### src/rtl/divided_clock_meter_pkg.sv
// Shared types and helpers for the divided-clock frequency meter.
package divided_clock_meter_pkg;

  typedef enum logic {
    IDLE = 1'b0,
    GATE = 1'b1
  } state_t;

  localparam int DROP_WIDTH = 8;

  function automatic logic [DROP_WIDTH-1:0] sat_inc(input logic [DROP_WIDTH-1:0] v);
    return (&v) ? v : v + DROP_WIDTH'(1);
  endfunction

endpackage

### src/rtl/divided_clock_meter_if.sv
// Result port of the meter: one count per window on a valid/ready handshake.
interface divided_clock_meter_if #(
  parameter int COUNT_WIDTH = 32
);
  import divided_clock_meter_pkg::*;

  logic [COUNT_WIDTH-1:0] result_data;
  logic                   result_sat;
  logic                   result_valid;
  logic                   result_ready;
  logic [DROP_WIDTH-1:0]  drop_count;

  modport master (
    output result_data, result_sat, result_valid, drop_count,
    input  result_ready
  );

  modport slave (
    input  result_data, result_sat, result_valid, drop_count,
    output result_ready
  );

endinterface

### src/rtl/sync_edge_detect.sv
// Synchronizes an asynchronous strobe and emits a one-cycle pulse on its rising edge.
module sync_edge_detect #(
  parameter int SYNC_STAGES = 2
) (
  input  logic clock_i,
  input  logic reset_n,
  input  logic strobe,
  output logic rise
);

  logic [SYNC_STAGES-1:0] sync_q;
  logic                   prev_q;

  always_ff @(posedge clock_i or negedge reset_n) begin
    if (!reset_n) begin
      sync_q <= '0;
      prev_q <= 1'b0;
    end else begin
      sync_q <= {sync_q[SYNC_STAGES-2:0], strobe};
      prev_q <= sync_q[SYNC_STAGES-1];
    end
  end

  assign rise = sync_q[SYNC_STAGES-1] & ~prev_q;

endmodule

### src/rtl/divided_clock_meter.sv
// Counts rising edges of the divided clock over a gate window and offers one count per window.
//   state | meaning
//   IDLE  | no window running; waiting for enable with a non-zero gate length
//   GATE  | window open; gate_cnt runs 0..gate_q-1, edges accumulate in edge_cnt
module divided_clock_meter
  import divided_clock_meter_pkg::*;
#(
  parameter int GATE_WIDTH  = 32,
  parameter int COUNT_WIDTH = 32,
  parameter int SYNC_STAGES = 2
) (
  input  logic                  clock_i,
  input  logic                  reset_n,
  input  logic                  enable,
  input  logic [GATE_WIDTH-1:0] gate_len,
  input  logic                  meas_clock,
  divided_clock_meter_if.master res
);

  state_t                 state_q, state_d;
  logic [GATE_WIDTH-1:0]  gate_q, gate_cnt;
  logic [COUNT_WIDTH-1:0] edge_cnt, final_cnt, data_q;
  logic                   sat_q, final_sat, rsat_q, valid_q;
  logic [DROP_WIDTH-1:0]  drop_q;
  logic                   edge_pulse, start_ok, gate_end, load_win, accept;

  sync_edge_detect #(.SYNC_STAGES(SYNC_STAGES)) u_sync (
    .clock_i (clock_i),
    .reset_n (reset_n),
    .strobe  (meas_clock),
    .rise    (edge_pulse)
  );

  always_ff @(posedge clock_i or negedge reset_n) begin
    if (!reset_n) state_q <= IDLE;
    else          state_q <= state_d;
  end

  always_comb begin
    state_d = state_q;
    case (state_q)
      IDLE:    if (start_ok) state_d = GATE;
      GATE:    if (!enable || (gate_end && !start_ok)) state_d = IDLE;
      default: state_d = IDLE;
    endcase
  end

  always_comb begin
    start_ok = enable && (gate_len != '0);
    gate_end = 1'b0;
    load_win = 1'b0;
    case (state_q)
      IDLE: load_win = start_ok;
      GATE: begin
        gate_end = enable && (gate_cnt == gate_q - GATE_WIDTH'(1));
        load_win = gate_end && start_ok;
      end
      default: ;
    endcase
  end

  // The edge seen in the last gate cycle still belongs to this window.
  assign final_cnt = (edge_pulse && !(&edge_cnt)) ? edge_cnt + COUNT_WIDTH'(1) : edge_cnt;
  assign final_sat = sat_q | (edge_pulse & (&edge_cnt));
  assign accept    = valid_q & res.result_ready;

  always_ff @(posedge clock_i or negedge reset_n) begin
    if (!reset_n) begin
      gate_q   <= '0;
      gate_cnt <= '0;
      edge_cnt <= '0;
      sat_q    <= 1'b0;
    end else if (load_win) begin
      gate_q   <= gate_len;
      gate_cnt <= '0;
      edge_cnt <= '0;
      sat_q    <= 1'b0;
    end else if (state_q == GATE) begin
      gate_cnt <= gate_cnt + GATE_WIDTH'(1);
      edge_cnt <= final_cnt;
      sat_q    <= final_sat;
    end
  end

  always_ff @(posedge clock_i or negedge reset_n) begin
    if (!reset_n) begin
      data_q  <= '0;
      rsat_q  <= 1'b0;
      valid_q <= 1'b0;
      drop_q  <= '0;
    end else if (gate_end) begin
      if (!valid_q || res.result_ready) begin
        data_q  <= final_cnt;
        rsat_q  <= final_sat;
        valid_q <= 1'b1;
      end else begin
        drop_q  <= sat_inc(drop_q);
      end
    end else if (accept) begin
      valid_q <= 1'b0;
    end
  end

  assign res.result_data  = data_q;
  assign res.result_sat   = rsat_q;
  assign res.result_valid = valid_q;
  assign res.drop_count   = drop_q;

endmodule

### src/flat_wrapper.sv
// flat-port wrapper written by rule: the top's interface ports become plain ports
module divided_clock_meter_flat import divided_clock_meter_pkg::*;
#(
  parameter int GATE_WIDTH  = 32,
  parameter int COUNT_WIDTH = 32,
  parameter int SYNC_STAGES = 2
)
  (clock_i, reset_n, enable, gate_len, meas_clock, res_result_data, res_result_sat, res_result_valid, res_drop_count, res_result_ready);
  divided_clock_meter_if #(.COUNT_WIDTH(COUNT_WIDTH)) res_i ();
  input  logic clock_i;
  input  logic reset_n;
  input  logic enable;
  input  logic [GATE_WIDTH-1:0] gate_len;
  input  logic meas_clock;
  output wire logic [$bits(res_i.result_data)-1:0] res_result_data;
  output wire logic [$bits(res_i.result_sat)-1:0] res_result_sat;
  output wire logic [$bits(res_i.result_valid)-1:0] res_result_valid;
  output wire logic [$bits(res_i.drop_count)-1:0] res_drop_count;
  input wire logic [$bits(res_i.result_ready)-1:0] res_result_ready;
  assign res_result_data = res_i.result_data;
  assign res_result_sat = res_i.result_sat;
  assign res_result_valid = res_i.result_valid;
  assign res_drop_count = res_i.drop_count;
  assign res_i.result_ready = res_result_ready;
  divided_clock_meter #(.GATE_WIDTH(GATE_WIDTH), .COUNT_WIDTH(COUNT_WIDTH), .SYNC_STAGES(SYNC_STAGES)) u_core (.clock_i(clock_i), .reset_n(reset_n), .enable(enable), .gate_len(gate_len), .meas_clock(meas_clock), .res(res_i));
endmodule
### config.mk
export PLATFORM = sky130hd
export DESIGN_NAME = divided_clock_meter_flat
export DESIGN_NICKNAME = d
export VERILOG_FILES = /design/src/rtl/divided_clock_meter_pkg.sv /design/src/rtl/divided_clock_meter_if.sv /design/src/rtl/sync_edge_detect.sv /design/src/rtl/divided_clock_meter.sv /design/src/flat_wrapper.sv
export SDC_FILE = /design/constraint.sdc
export NUM_CORES = 1
export LEC_CHECK = 0
export BUFFER_PORTS_ARGS = -buffer_cell sky130_fd_sc_hd__buf_2
export CAP_MARGIN = 20
export CORE_MARGIN = 2
export CORE_UTILIZATION = 65
export DETAILED_ROUTE_END_ITERATION = 8
export PLACE_DENSITY = 0.86
export SLEW_MARGIN = 15
export SYNTH_ARGS = -nofsm -noshare
export SYNTH_HDL_FRONTEND = slang
export SYNTH_HIERARCHICAL = 1
export SYNTH_SLANG_ARGS = --single-unit
### constraint.sdc
create_clock -name clock_i -period 7.4 [get_ports clock_i]
set_input_delay 1.48 -clock clock_i [delete_from_list [all_inputs] [get_ports clock_i]]
set_output_delay 1.48 -clock clock_i [all_outputs]
set_load 0.05 [all_outputs]
Yosys cells after proc, flatten, opt, wreduce, memory -nomap -nowiden
Index checks and enable logic that the tools add are counted.
{ "word_totals": {"regBits": 143, "input_bits": 37, "output_inout_bits": 42, "word_cells": 59} }
{ "op_classes": {"addsub": 4, "n_eq_ne": 2, "mux": 15, "n_bitwise": 8, "reduce_logical": 19} }
{ "op_table": {"columns": ["operator", "count"], "rows": [
  ["32-bit 2-to-1 mux", 5],
  ["32-bit by 1-bit adder with 32-bit output (second input constant)", 2],
  ["32-bit equality test", 1],
  ["32-bit AND reduction", 1],
  ["32-bit nonzero test", 1],
  ["32-bit by 1-bit subtractor with 32-bit output (second input constant)", 1],
  ["8-bit by 1-bit adder with 8-bit output (second input constant)", 1],
  ["1-bit 2-to-1 mux", 8],
  ["8-bit AND reduction", 1],
  ["1-bit logical AND", 5],
  ["1-bit logical NOT", 4],
  ["1-bit NOT", 4],
  ["1-bit one-hot mux with 2 select lines", 2],
  ["2-bit AND reduction", 2],
  ["2-bit nonzero test", 2],
  ["1-bit bitwise AND", 3],
  ["3-bit AND reduction", 1],
  ["1-bit logical OR", 2],
  ["2-bit inequality test (second input constant)", 1],
  ["1-bit bitwise OR", 1]
]} }

Depth between registers and ports, before layout
Gate-level depths: netlist (run 1).
{ "logic_depth": {"depth_word": 8, "ltp_mapped": 13} }

Modules after synthesis
Netlist (run 1), hierarchy kept.
{ "modules_own_cells": {"columns": ["module", "instances", "cells_per_inst", "area_per_inst_um2"], "rows": [
  ["divided_clock_meter", 1, 957, 8896.0],
  ["sync_edge_detect", 1, 4, 88.8]
]} }

Least setup slack after synthesis (run 1)
OpenSTA, ideal clock, no wires.
{ "synth_timing": {"kind": "reg-to-reg", "startpoint": "register u_core.gate_q[0]", "endpoint": "register u_core.data_q[10], in the netlist u_core/res.result_data[10]", "setup_ns": 0.125, "arrival_time_ns": 3.085, "setup_slack_ns": 4.190, "path_stages_with_launch": 13, "n_path_buf": 2, "cell_sequence": "dfrtp_1 -> clkbuf_1 -> inv_1 -> ha_1 -> nor4b_4 -> nand4_4 -> or4_1 -> a211o_1 -> a31oi_4 -> nand2_1 -> nand4b_4 -> buf_6 -> mux2_4"} }
{ "synth_via": {"elab_chain_cells": 5} }
{ "synth_lines": {"columns": ["item", "line", "text"], "rows": [
  ["start, declared", "divided_clock_meter.sv:21", "logic [GATE_WIDTH-1:0] gate_q, gate_cnt;"],
  ["start signal, assigned", "divided_clock_meter.sv:74", "gate_q <= gate_len;"],
  ["32-bit by 1-bit subtractor with 32-bit output", "divided_clock_meter.sv:55", "gate_end = enable && (gate_cnt == gate_q - GATE_WIDTH'(1));"],
  ["32-bit equality test", "divided_clock_meter.sv:55", null],
  ["1-bit logical AND", "divided_clock_meter.sv:55", null],
  ["1-bit 2-to-1 mux", "divided_clock_meter.sv:52", "case (state_q)"],
  ["2-bit AND reduction (no source line)", null, null],
  ["end signal, assigned", "divided_clock_meter.sv:93", "data_q <= final_cnt;"],
  ["end, declared", "divided_clock_meter.sv:22", "logic [COUNT_WIDTH-1:0] edge_cnt, final_cnt, data_q;"]
]} }
No other way between the ends.
A chain may end at the register's enable or synchronous reset.

Worst setup path after layout (run 1)
{ "layout_timing": {"startpoint": "register u_core.gate_q[0]", "endpoint": "register u_core.gate_cnt[7]"} }
{ "layout_via": {"elab_chain_cells": 6, "elab_cells_between_ends": 7, "classes_between": "1 x add/sub; 1 x eq/ne; 2 x mux; 3 x reduce/logical"} }
{ "layout_lines": {"columns": ["item", "line", "text"], "rows": [
  ["32-bit by 1-bit subtractor with 32-bit output (*)", "divided_clock_meter.sv:55", null],
  ["32-bit equality test (*)", "divided_clock_meter.sv:55", null],
  ["1-bit logical AND (*)", "divided_clock_meter.sv:55", null],
  ["1-bit logical AND (*)", "divided_clock_meter.sv:56", "load_win = gate_end && start_ok;"],
  ["1-bit one-hot mux with 2 select lines (*)", "divided_clock_meter.sv:52", null],
  ["32-bit 2-to-1 mux or 2-bit nonzero test (tied branches)", null, null],
  ["end signal, assigned", "divided_clock_meter.sv:79", "gate_cnt <= gate_cnt + GATE_WIDTH'(1);"],
  ["end, declared", "divided_clock_meter.sv:21", null]
]} }
Every way passes the cells marked *; elsewhere a longest branch is shown, timed or not.

==> impl_metrics.env, run 1 <==
export IMPL_postPlaceCellArea_um2=9350
export IMPL_finalSetupViolCount=0
export IMPL_die_area_um2=14800
export IMPL_syn_nets=1002
export IMPL_path_clk_slew_ns=0.07
export IMPL_die_x_um=122
export IMPL_holdBufCountCts=0
export IMPL_dp_hpwl_um=13700
export IMPL_ys_seq_area_share_pct=39.8
export IMPL_hp_class="reg2reg"
export IMPL_postSynthAreaPerCell_um2=9.35
export IMPL_io_pins=79
export IMPL_end_kind="register"
export IMPL_cts_sinks=143
export IMPL_synth_edf_count=0
export IMPL_fin_skew_ns=0.0111
export IMPL_synth_distinct_cells=60
export IMPL_cts_htree_levels=4
export IMPL_worst_pin_slew_ns=1.01
export IMPL_slew_headroom_pct=33.0
export IMPL_drive_above_1_share_pct=16.9
export IMPL_slew_violations=0
export IMPL_yosys_mux_area_fraction_pct=5.92
export IMPL_insertion_delay_ns=0.43
export IMPL_whs_ns=0.348
export IMPL_synthFlopType="dfrtp_1"
export IMPL_yosysMostFrequentCell="dfrtp_1"
export IMPL_antenna_found_initial=0
export IMPL_powerDensity_nw_per_um2=204
export IMPL_critPathRequiredTime_ns=7.67
export IMPL_cap_violations=0
export IMPL_die_y_um=122
export IMPL_ant_nets=0
export IMPL_cts_tree="done"
export IMPL_dr_pass1_iters=6
export IMPL_synth_area_top_cells="dfrtp_1 (40%), xnor2_1 (7.6%), xor2_1 (6.3%)"
export IMPL_worst_ep_arrival_time_ns=5.08
export IMPL_synth_area_leader_cell="dfrtp_1"
export IMPL_synthAdderAreaFrac_pct=0.557
export IMPL_routed_via_density=6.32
export IMPL_overflow=0
export IMPL_ir_drop_mv=0.171
export IMPL_postCtsSetupBuffers=0
export IMPL_synth_seq_cells=143
export IMPL_synth_common_cells="dfrtp_1 (143), a21oi_1 (103), xnor2_1 (78)"
export IMPL_fin_crit_sh_pct=65.1
export IMPL_syn_cell_area_um2=8980
export IMPL_rsz0062_at_grt="false"
export IMPL_cts_root_buf="clkbuf_16"
export IMPL_cts_repair_resized=0
export IMPL_nets=1030
export IMPL_syn_inst=961
export IMPL_wl_per_cell_um=17.7
export IMPL_final_area_um2=9980
export IMPL_status="completed"
export IMPL_drtIter0Drc=690
export IMPL_p_leak_nw=4.29
export IMPL_core_area_um2=13300
export IMPL_setup_tns_ns=0
export IMPL_antenna_cells=0
export IMPL_synth_warnings=6
export IMPL_rows=42
export IMPL_io_buffers=78
export IMPL_cts_buffers_inserted=17
export IMPL_syn_to_final_growth_pct=11.1
export IMPL_start_util_pct=67.3
export IMPL_clock_path_buffers=2
export IMPL_drc=0
export IMPL_crit_fanout=34
export IMPL_place_gp_congestion=0.937
export IMPL_hold_viol_final=0
export IMPL_grt_pass1_vias=6943
export IMPL_utilization_pct=74.8
export IMPL_synth_xor_area_share_pct=14.2
export IMPL_yosysTopAreaCellShare_pct=39.8
export IMPL_grt_pass1_wl_um=34800
export IMPL_synth_top_family_by_area="simple AND/OR/NAND/NOR gates"
export IMPL_vias=7444
export IMPL_synth_compound_area_share_pct=10.9
export IMPL_fin_crit_ns=4.82
export IMPL_grt_usage_pct=29.6
export IMPL_wirelength_um=20900
export IMPL_synthArstFlopShare_pct=100
export IMPL_max_freq_mhz=208
export IMPL_grt_max_degree=98
export IMPL_setup_worst_path_class="reg2reg"
export IMPL_synth_simple_gate_area_share_pct=24.0
export IMPL_cp_start_kind="register"
[flip-flops by register name (all words and copies together), names as in the netlist, 2 cells and up]
| signal | cells |
|---|---|
| u_core/gate_cnt | 32 |
| u_core/edge_cnt | 32 |
| u_core/res.drop_count | 8 |
| u_core/gate_q | 32 |
| u_core/res.result_data | 32 |
| u_core/u_sync/sync_q | 2 |
[layout by cell type, fill, tap and decap left out, types with 17 or more instances in the layout]
| master | netlist | routed |
|---|---|---|
| nand4_1 | 58 | 58 |
| xor2_1 | 65 | 65 |
| nand2_1 | 55 | 55 |
| nand3_1 | 61 | 61 |
| nor3_1 | 22 | 22 |
| mux2_4 | 27 | 27 |
| and3_1 | 21 | 21 |
| nor4_1 | 25 | 25 |
| nor3b_1 | 37 | 37 |
| nor2_1 | 50 | 50 |
| clkbuf_16 | 0 | 17 |
| xnor2_1 | 78 | 78 |
| dfrtp_1 | 143 | 142 |
| inv_1 | 17 | 17 |
| buf_2 | 13 | 77 |
| o211ai_1 | 33 | 33 |
| a21oi_1 | 103 | 103 |
[area by class of cell]
| cell class | count | area, um^2 |
|---|---|---|
| Fill cell | 987 | 3370 |
| Sequential cell | 143 | 3580 |
| Clock buffer | 20 | 447 |
| Multi-Input combinational cell | 724 | 5020 |
| Inverter | 17 | 63.8 |
| Tap cell | 176 | 220 |
| Timing Repair Buffer | 86 | 464 |
| Clock inverter | 12 | 181 |
[worst paths after layout]
kind                                    startpoint                         end  slack, ns  depth (start not counted)
min in group asynchronous                  reset_n    u_core/res.drop_count[0]       1.09                          1
setup reg to reg                  u_core/gate_q[0]          u_core/gate_cnt[7]       2.58                         11
max in group asynchronous                  reset_n  u_core/res.result_data[29]       5.03                          2
hold reg to reg            u_core/u_sync/sync_q[0]     u_core/u_sync/sync_q[1]       0.35                          0
setup / recovery                  u_core/gate_q[0]          u_core/gate_cnt[7]       2.58                         11
hold / removal             u_core/u_sync/sync_q[0]     u_core/u_sync/sync_q[1]       0.35                          0
[metal layers]
| layer | share of wire [%] | GRT usage (%) | vias up | routed length [um] |
|---|---|---|---|---|
| li1 | - | - | 3509 | - |
| met1 | 45 | 40.3 | 3648 | 9320 |
| met2 | 49 | 48.5 | 259 | 10100 |
| met3 | 5.0 | 5.06 | 28 | 1040 |
| met4 | 1.8 | 9.55 | 0 | 382 |
| met5 | 0 | 0 | - | 0 |
[worst max-delay path, cell delays in order, from the launching register on]
cell and delay (ns):
dfrtp_1 0.46, inv_1 0.09, ha_1 0.30, nor4b_4 0.35, nand4_4 0.20, or4_1 0.55, a211o_1 0.34, a31oi_4 0.18
nand3_2 0.62, o21ai_4 0.99, buf_4 0.45, a21oi_1 0.12
[power by group]
part           leakage (nW)  switching, W  internal (W)
sequential             1.89     0.0000759      0.000816
clock                 0.306      0.000341      0.000577
combinational          2.09      0.000132     0.0000997
[cell families after synthesis]
| kind of cell | count (synthesis) |
|---|---|
| AOI/OAI and AO/OA | 165 |
| and+or+nand+nor | 372 |
| muxes | 39 |
| buffers and inverters | 94 |
| DFF | 143 |
| adders and majority gates | 4 |
| xor gates and xnor gates | 144 |
[stage by stage]
stage	total power, W	worst slack (ns)	cells
floorplan	0.00106	4.19	961
global placement	0.00113	2.79	1145
detailed placement	0.00113	2.68	1146
CTS	0.00205	2.66	1178
global route	0.00212	2.28	1178
finish	0.00204	2.58	1178
Power figures use the tool's default switching activity.
==> run 2: changes to the inputs <==
--- a/config.mk
+++ b/config.mk
@@ -8,9 +8,9 @@
 export BUFFER_PORTS_ARGS = -buffer_cell sky130_fd_sc_hd__buf_2
 export CAP_MARGIN = 20
 export CORE_MARGIN = 2
-export CORE_UTILIZATION = 65
+export CORE_UTILIZATION = 61
 export DETAILED_ROUTE_END_ITERATION = 8
-export PLACE_DENSITY = 0.86
+export PLACE_DENSITY = 0.81
 export SLEW_MARGIN = 15
 export SYNTH_ARGS = -nofsm -noshare
 export SYNTH_HDL_FRONTEND = slang
==> constraint.sdc (replaced) <==
create_clock -name clock_i -period 4.6 [get_ports clock_i]
set_input_delay 0.92 -clock clock_i [delete_from_list [all_inputs] [get_ports clock_i]]
set_output_delay 0.92 -clock clock_i [all_outputs]
set_load 0.05 [all_outputs]
==> impl_metrics.env, run 2 (same netlist as run 1, synthesis figures left out) <==
export IMPL_status="completed"
export IMPL_postCtsSetupBuffers=0
export IMPL_crit_fanout=33
export IMPL_overflow=0
export IMPL_vias=7471
export IMPL_reg2reg_slack_ns=0.62
export IMPL_hold_path_cell_count=0
export IMPL_start_util_pct=62.1
export IMPL_critPathRequiredTime_ns=4.90
export IMPL_drc=0
export IMPL_cts_root_buf="clkbuf_16"
export IMPL_rsz0062_at_grt="false"
export IMPL_syn_to_final_growth_pct=11.3
export IMPL_grt_pass1_vias=6918
export IMPL_routed_via_density=6.29
export IMPL_nFillCells=1133
export IMPL_cts_htree_levels=4
export IMPL_rows=44
export IMPL_ant_nets=0
export IMPL_fin_skew_ns=0.00942
export IMPL_mostFrequentLayoutCell="dfrtp_1"
export IMPL_r2r_end="u_core/res.result_data[19]"
export IMPL_finalSetupViolCount=0
export IMPL_core_area_um2=14500
export IMPL_antenna_cells=0
export IMPL_die_area_um2=15700
export IMPL_dr_pass1_iters=7
export IMPL_slew_headroom_pct=30.5
export IMPL_wirelength_um=20500
export IMPL_place_gp_congestion=0.922
export IMPL_multi_input_area_um2=5020
export IMPL_cts_sinks=143
export IMPL_path_clk_slew_ns=0.06
export IMPL_final_cells=1188
export IMPL_fin_crit_ns=3.98
export IMPL_io_buffers=78
export IMPL_holdBufCountCts=0
export IMPL_insertion_delay_ns=0.42
export IMPL_wl_per_cell_um=17.3
export IMPL_placed_cells=1156
export IMPL_cts_buffers_inserted=17
export IMPL_powerDensity_nw_per_um2=321
export IMPL_hold_viol_final=0
export IMPL_clock_path_buffers=2
export IMPL_grt_max_degree=117
export IMPL_nets=1033
export IMPL_hp_start="u_core/u_sync/sync_q[0]"
export IMPL_fin_crit_sh_pct=86.5
export IMPL_final_cell_mix="dfrtp_1 (142), a21oi_1 (103), xnor2_1 (78), buf_2 (77), xor2_1 (65)"
export IMPL_drtIter0Drc=802
export IMPL_setup_worst_path_class="reg2reg"
export IMPL_cts_repair_resized=0
export IMPL_r2r_start="u_core/gate_q[0]"
export IMPL_dp_hpwl_um=13300
export IMPL_grt_pass1_wl_um=34700
export IMPL_drive_above_1_share_pct=16.9
export IMPL_max_freq_mhz=251
export IMPL_die_y_um=125
export IMPL_utilization_pct=69.0
export IMPL_final_area_um2=10000
export IMPL_reg2reg_depth=10
export IMPL_ir_drop_mv=0.251
export IMPL_slew_violations=0
export IMPL_cts_tree="done"
export IMPL_cp_start_kind="register"
export IMPL_postPlaceCellArea_um2=9370
export IMPL_setup_tns_ns=0
export IMPL_antenna_found_initial=0
export IMPL_worst_pin_slew_ns=1.04
export IMPL_p_leak_nw=4.29
export IMPL_end_kind="register"
export IMPL_die_x_um=125
export IMPL_io_pins=79
export IMPL_seqCellArea_um2=3580
export IMPL_min_to="u_core/u_sync/sync_q[1]"
export IMPL_hp_class="reg2reg"
export IMPL_cap_violations=0
export IMPL_worst_ep_arrival_time_ns=4.28
export IMPL_grt_usage_pct=26.6
[run 2: changes by cell type in the layout (fill, tap and decap cells not counted), sizes merged]
| cell | change |
|---|---|
| buf | +3 |
| bufinv | -1 |
| clkbuf | +2 |
| clkinv | +1 |
| inv | -3 |
[run 2: worst max-delay path by stage]
| stage | slack [ns] | start | to |
|---|---|---|---|
| after CTS | 0.64 | u_core/gate_q[0] | u_core/res.result_data[24] |
| after global routing | 0.41 | u_core/gate_q[2] | u_core/res.result_data[19] |
| final | 0.62 | u_core/gate_q[0] | u_core/res.result_data[19] |
| after floorplan | 1.39 | u_core/gate_q[0] | u_core/res.result_data[10] |
| after global placement | 0.77 | u_core/gate_q[0] | u_core/res.result_data[28] |
| after detailed placement | 0.67 | u_core/gate_q[0] | u_core/res.result_data[24] |
[run 2: worst max-delay path, stage by stage, from the launching register on]
cell      delay (ns)
dfrtp_1         0.45
inv_1           0.09
ha_1            0.30
nor4b_4         0.37
nand4_4         0.20
or4_1           0.54
a211o_1         0.34
a31oi_4         0.18
nand2_1         0.09
nand4b_4        0.72
mux2_4          0.55
[run 2: metal layers]
layer	track usage (%)	vias to the layer above	wire length, um
li1	-	3523	-
met1	39.2	3566	9280
met2	39.7	347	9510
met3	4.96	35	1310
met4	8.95	0	420
met5	0	-	0
[run 2: layout make-up]
type	count	area share (%)
clock inverters	9	1.34
repair buffers	89	4.99
flip-flops and latches	143	35.8
well taps	184	2.30
clock buffers	22	4.64
multi-input cells	724	50.3
inverters	17	0.638
[run 2: per-stage QoR]
| step | power [W] | hold WS (ns) | setup WS (ns) |
|---|---|---|---|
| after floorplan | 0.00171 | 0.331 | 1.39 |
| after global placement | 0.00181 | 0.346 | 0.768 |
| after detailed placement | 0.00182 | 0.340 | 0.665 |
| after CTS | 0.00323 | 0.359 | 0.643 |
| after global routing | 0.00334 | 0.376 | 0.409 |
| final | 0.00321 | 0.355 | 0.620 |
[run 2: where the power goes]
part / switching, W / internal [W] / leakage, nW
Combinational: 0.000219 / 0.000163 / 2.11
Clock: 0.000517 / 0.000880 / 0.291
Sequential: 0.000121 / 0.00131 / 1.89
==> run 3: changes to the inputs <==
--- a/config.mk
+++ b/config.mk
@@ -9,8 +9,10 @@
 export CAP_MARGIN = 20
 export CORE_MARGIN = 2
 export CORE_UTILIZATION = 61
+export CTS_BUF_LIST = sky130_fd_sc_hd__clkbuf_8 sky130_fd_sc_hd__clkbuf_16
 export DETAILED_ROUTE_END_ITERATION = 8
 export PLACE_DENSITY = 0.81
+export REMOVE_ABC_BUFFERS = 1
 export SLEW_MARGIN = 15
 export SYNTH_ARGS = -nofsm -noshare
 export SYNTH_HDL_FRONTEND = slang
==> impl_metrics.env, run 3 (same netlist as run 1, synthesis figures left out) <==
export IMPL_status="completed"
export IMPL_place_gp_congestion=0.931
export IMPL_postCtsSetupBuffers=0
export IMPL_grt_max_degree=100
export IMPL_p_comb_share_pct=12.0
export IMPL_rsz0062_at_grt="false"
export IMPL_routed_via_density=6.40
export IMPL_antenna_found_initial=0
export IMPL_cts_repair_resized=0
export IMPL_postPlaceCellArea_um2=9400
export IMPL_final_cell_mix="dfrtp_1 (142), a21oi_1 (103), xnor2_1 (78), buf_2 (77), xor2_1 (65)"
export IMPL_die_area_um2=15700
export IMPL_whs_ns=0.349
export IMPL_p_total_w=0.00319
export IMPL_path_clk_slew_ns=0.06
export IMPL_io_pins=79
export IMPL_drtIter0Drc=769
export IMPL_reg2reg_slack_ns=0.90
export IMPL_ant_nets=0
export IMPL_setup_worst_path_class="reg2reg"
export IMPL_grtUsageMet3_pct=5.35
export IMPL_cts_htree_levels=4
export IMPL_final_area_um2=9990
export IMPL_vias=7621
export IMPL_io_buffers=78
export IMPL_reg2reg_depth=11
export IMPL_p_leak_nw=4.28
export IMPL_cp_start_kind="register"
export IMPL_start_util_pct=62.1
export IMPL_cellInternalPower_w=0.00225
export IMPL_cap_violations=0
export IMPL_fin_skew_ns=0.00759
export IMPL_wl_per_cell_um=18.4
export IMPL_min_to="u_core/u_sync/sync_q[1]"
export IMPL_ir_drop_mv=0.274
export IMPL_die_y_um=125
export IMPL_switching_power_w=0.000939
export IMPL_powerDensity_nw_per_um2=319
export IMPL_top_usage_layer="met2"
export IMPL_hp_start="u_core/u_sync/sync_q[0]"
export IMPL_p_sw_share_pct=29.4
export IMPL_die_x_um=125
export IMPL_fin_crit_sh_pct=80.4
export IMPL_clkPwrFrac_pct=42.9
export IMPL_cts_buffers_inserted=17
export IMPL_rows=44
export IMPL_overflow=0
export IMPL_dp_hpwl_um=14100
export IMPL_finalSetupViolCount=0
export IMPL_dr_pass1_iters=5
export IMPL_r2r_end="u_core/gate_q[3]"
export IMPL_end_kind="register"
export IMPL_slew_violations=0
export IMPL_nets=1034
export IMPL_syn_to_final_growth_pct=11.1
export IMPL_utilization_pct=69.0
export IMPL_drive_above_1_share_pct=17.4
export IMPL_worst_pin_slew_ns=0.902
export IMPL_r2r_start="u_core/gate_q[0]"
export IMPL_max_freq_mhz=270
export IMPL_hold_viol_final=0
export IMPL_fin_crit_ns=3.70
export IMPL_slew_headroom_pct=39.9
export IMPL_use_met2_pct=43.7
export IMPL_grt_pass1_vias=7103
export IMPL_crit_fanout=26
export IMPL_worst_ep_arrival_time_ns=4.05
export IMPL_hp_class="reg2reg"
export IMPL_insertion_delay_ns=0.43
export IMPL_mostFrequentLayoutCell="dfrtp_1"
export IMPL_hold_path_cell_count=0
export IMPL_clock_path_buffers=2
export IMPL_drc=0
export IMPL_holdBufCountCts=0
export IMPL_cts_root_buf="clkbuf_16"
export IMPL_cts_tree="done"
export IMPL_cts_sinks=143
export IMPL_grt_pass1_wl_um=36000
export IMPL_critPathRequiredTime_ns=4.95
export IMPL_grt_usage_pct=28.1
export IMPL_met1_usage_pct=40.3
export IMPL_wirelength_um=21900
export IMPL_seq_power_share_pct=45.0
export IMPL_core_area_um2=14500
==> run 3: how the worst max path moves through the flow <==
stage                          start                         end  slack (ns)  cells after the start
global route        u_core/gate_q[2]            u_core/gate_q[3]        0.69                      9
CTS                 u_core/gate_q[0]  u_core/res.result_data[21]        0.97                     11
finish              u_core/gate_q[0]            u_core/gate_q[3]        0.90                     11
detailed placement  u_core/gate_q[0]  u_core/res.result_data[21]        0.97                     11
floorplan           u_core/gate_q[2]              u_core/state_q       -1.18                      8
global placement    u_core/gate_q[0]  u_core/res.result_data[21]        0.99                     11
==> run 3: metrics by stage <==
step                      setup WS (ns)  TNS [ns]  std cells
after floorplan                   -1.18    -88.29        884
after global placement            0.991         0       1158
after detailed placement          0.969         0       1158
after CTS                         0.965         0       1190
after global routing              0.685         0       1190
final                             0.900         0       1191
==> run 3: metal layers <==
metal | part of all wire (%) | wire (um)
met5 | 0 | 0
met1 | 45 | 9810
met2 | 47 | 10300
met3 | 6.4 | 1390
met4 | 1.8 | 396
==> run 3: critical path, stage by stage (launching register included) <==
cell     delay (ns)
dfrtp_1        0.47
inv_1          0.09
ha_1           0.34
nor4b_4        0.37
nand4_4        0.22
or4_1          0.54
a211o_1        0.34
a31oi_4        0.20
and3_1         0.36
buf_4          0.39
nand4_1        0.15
nand3_1        0.15
==> run 3: cell type report <==
cell class,count,area [um^2]
repair buffers,90,499
fillers,1114,4490
inverters,17,63.8
clock buffers,18,439
diodes,1,2.50
flip-flops and latches,143,3580
multi-input cells,724,5020
clock inverters,14,146
well taps,184,230
==> run 3: power by group through the flow <==
stage | Clock, W | Sequential, W | Combinational (W)
CTS | 0.00139 | 0.00143 | 0.000379
floorplan | 0 | 0.00143 | 0.000258
finish | 0.00137 | 0.00144 | 0.000383
global placement | 0 | 0.00145 | 0.000364
global route | 0.00145 | 0.00144 | 0.000424
detailed placement | 0 | 0.00145 | 0.000375
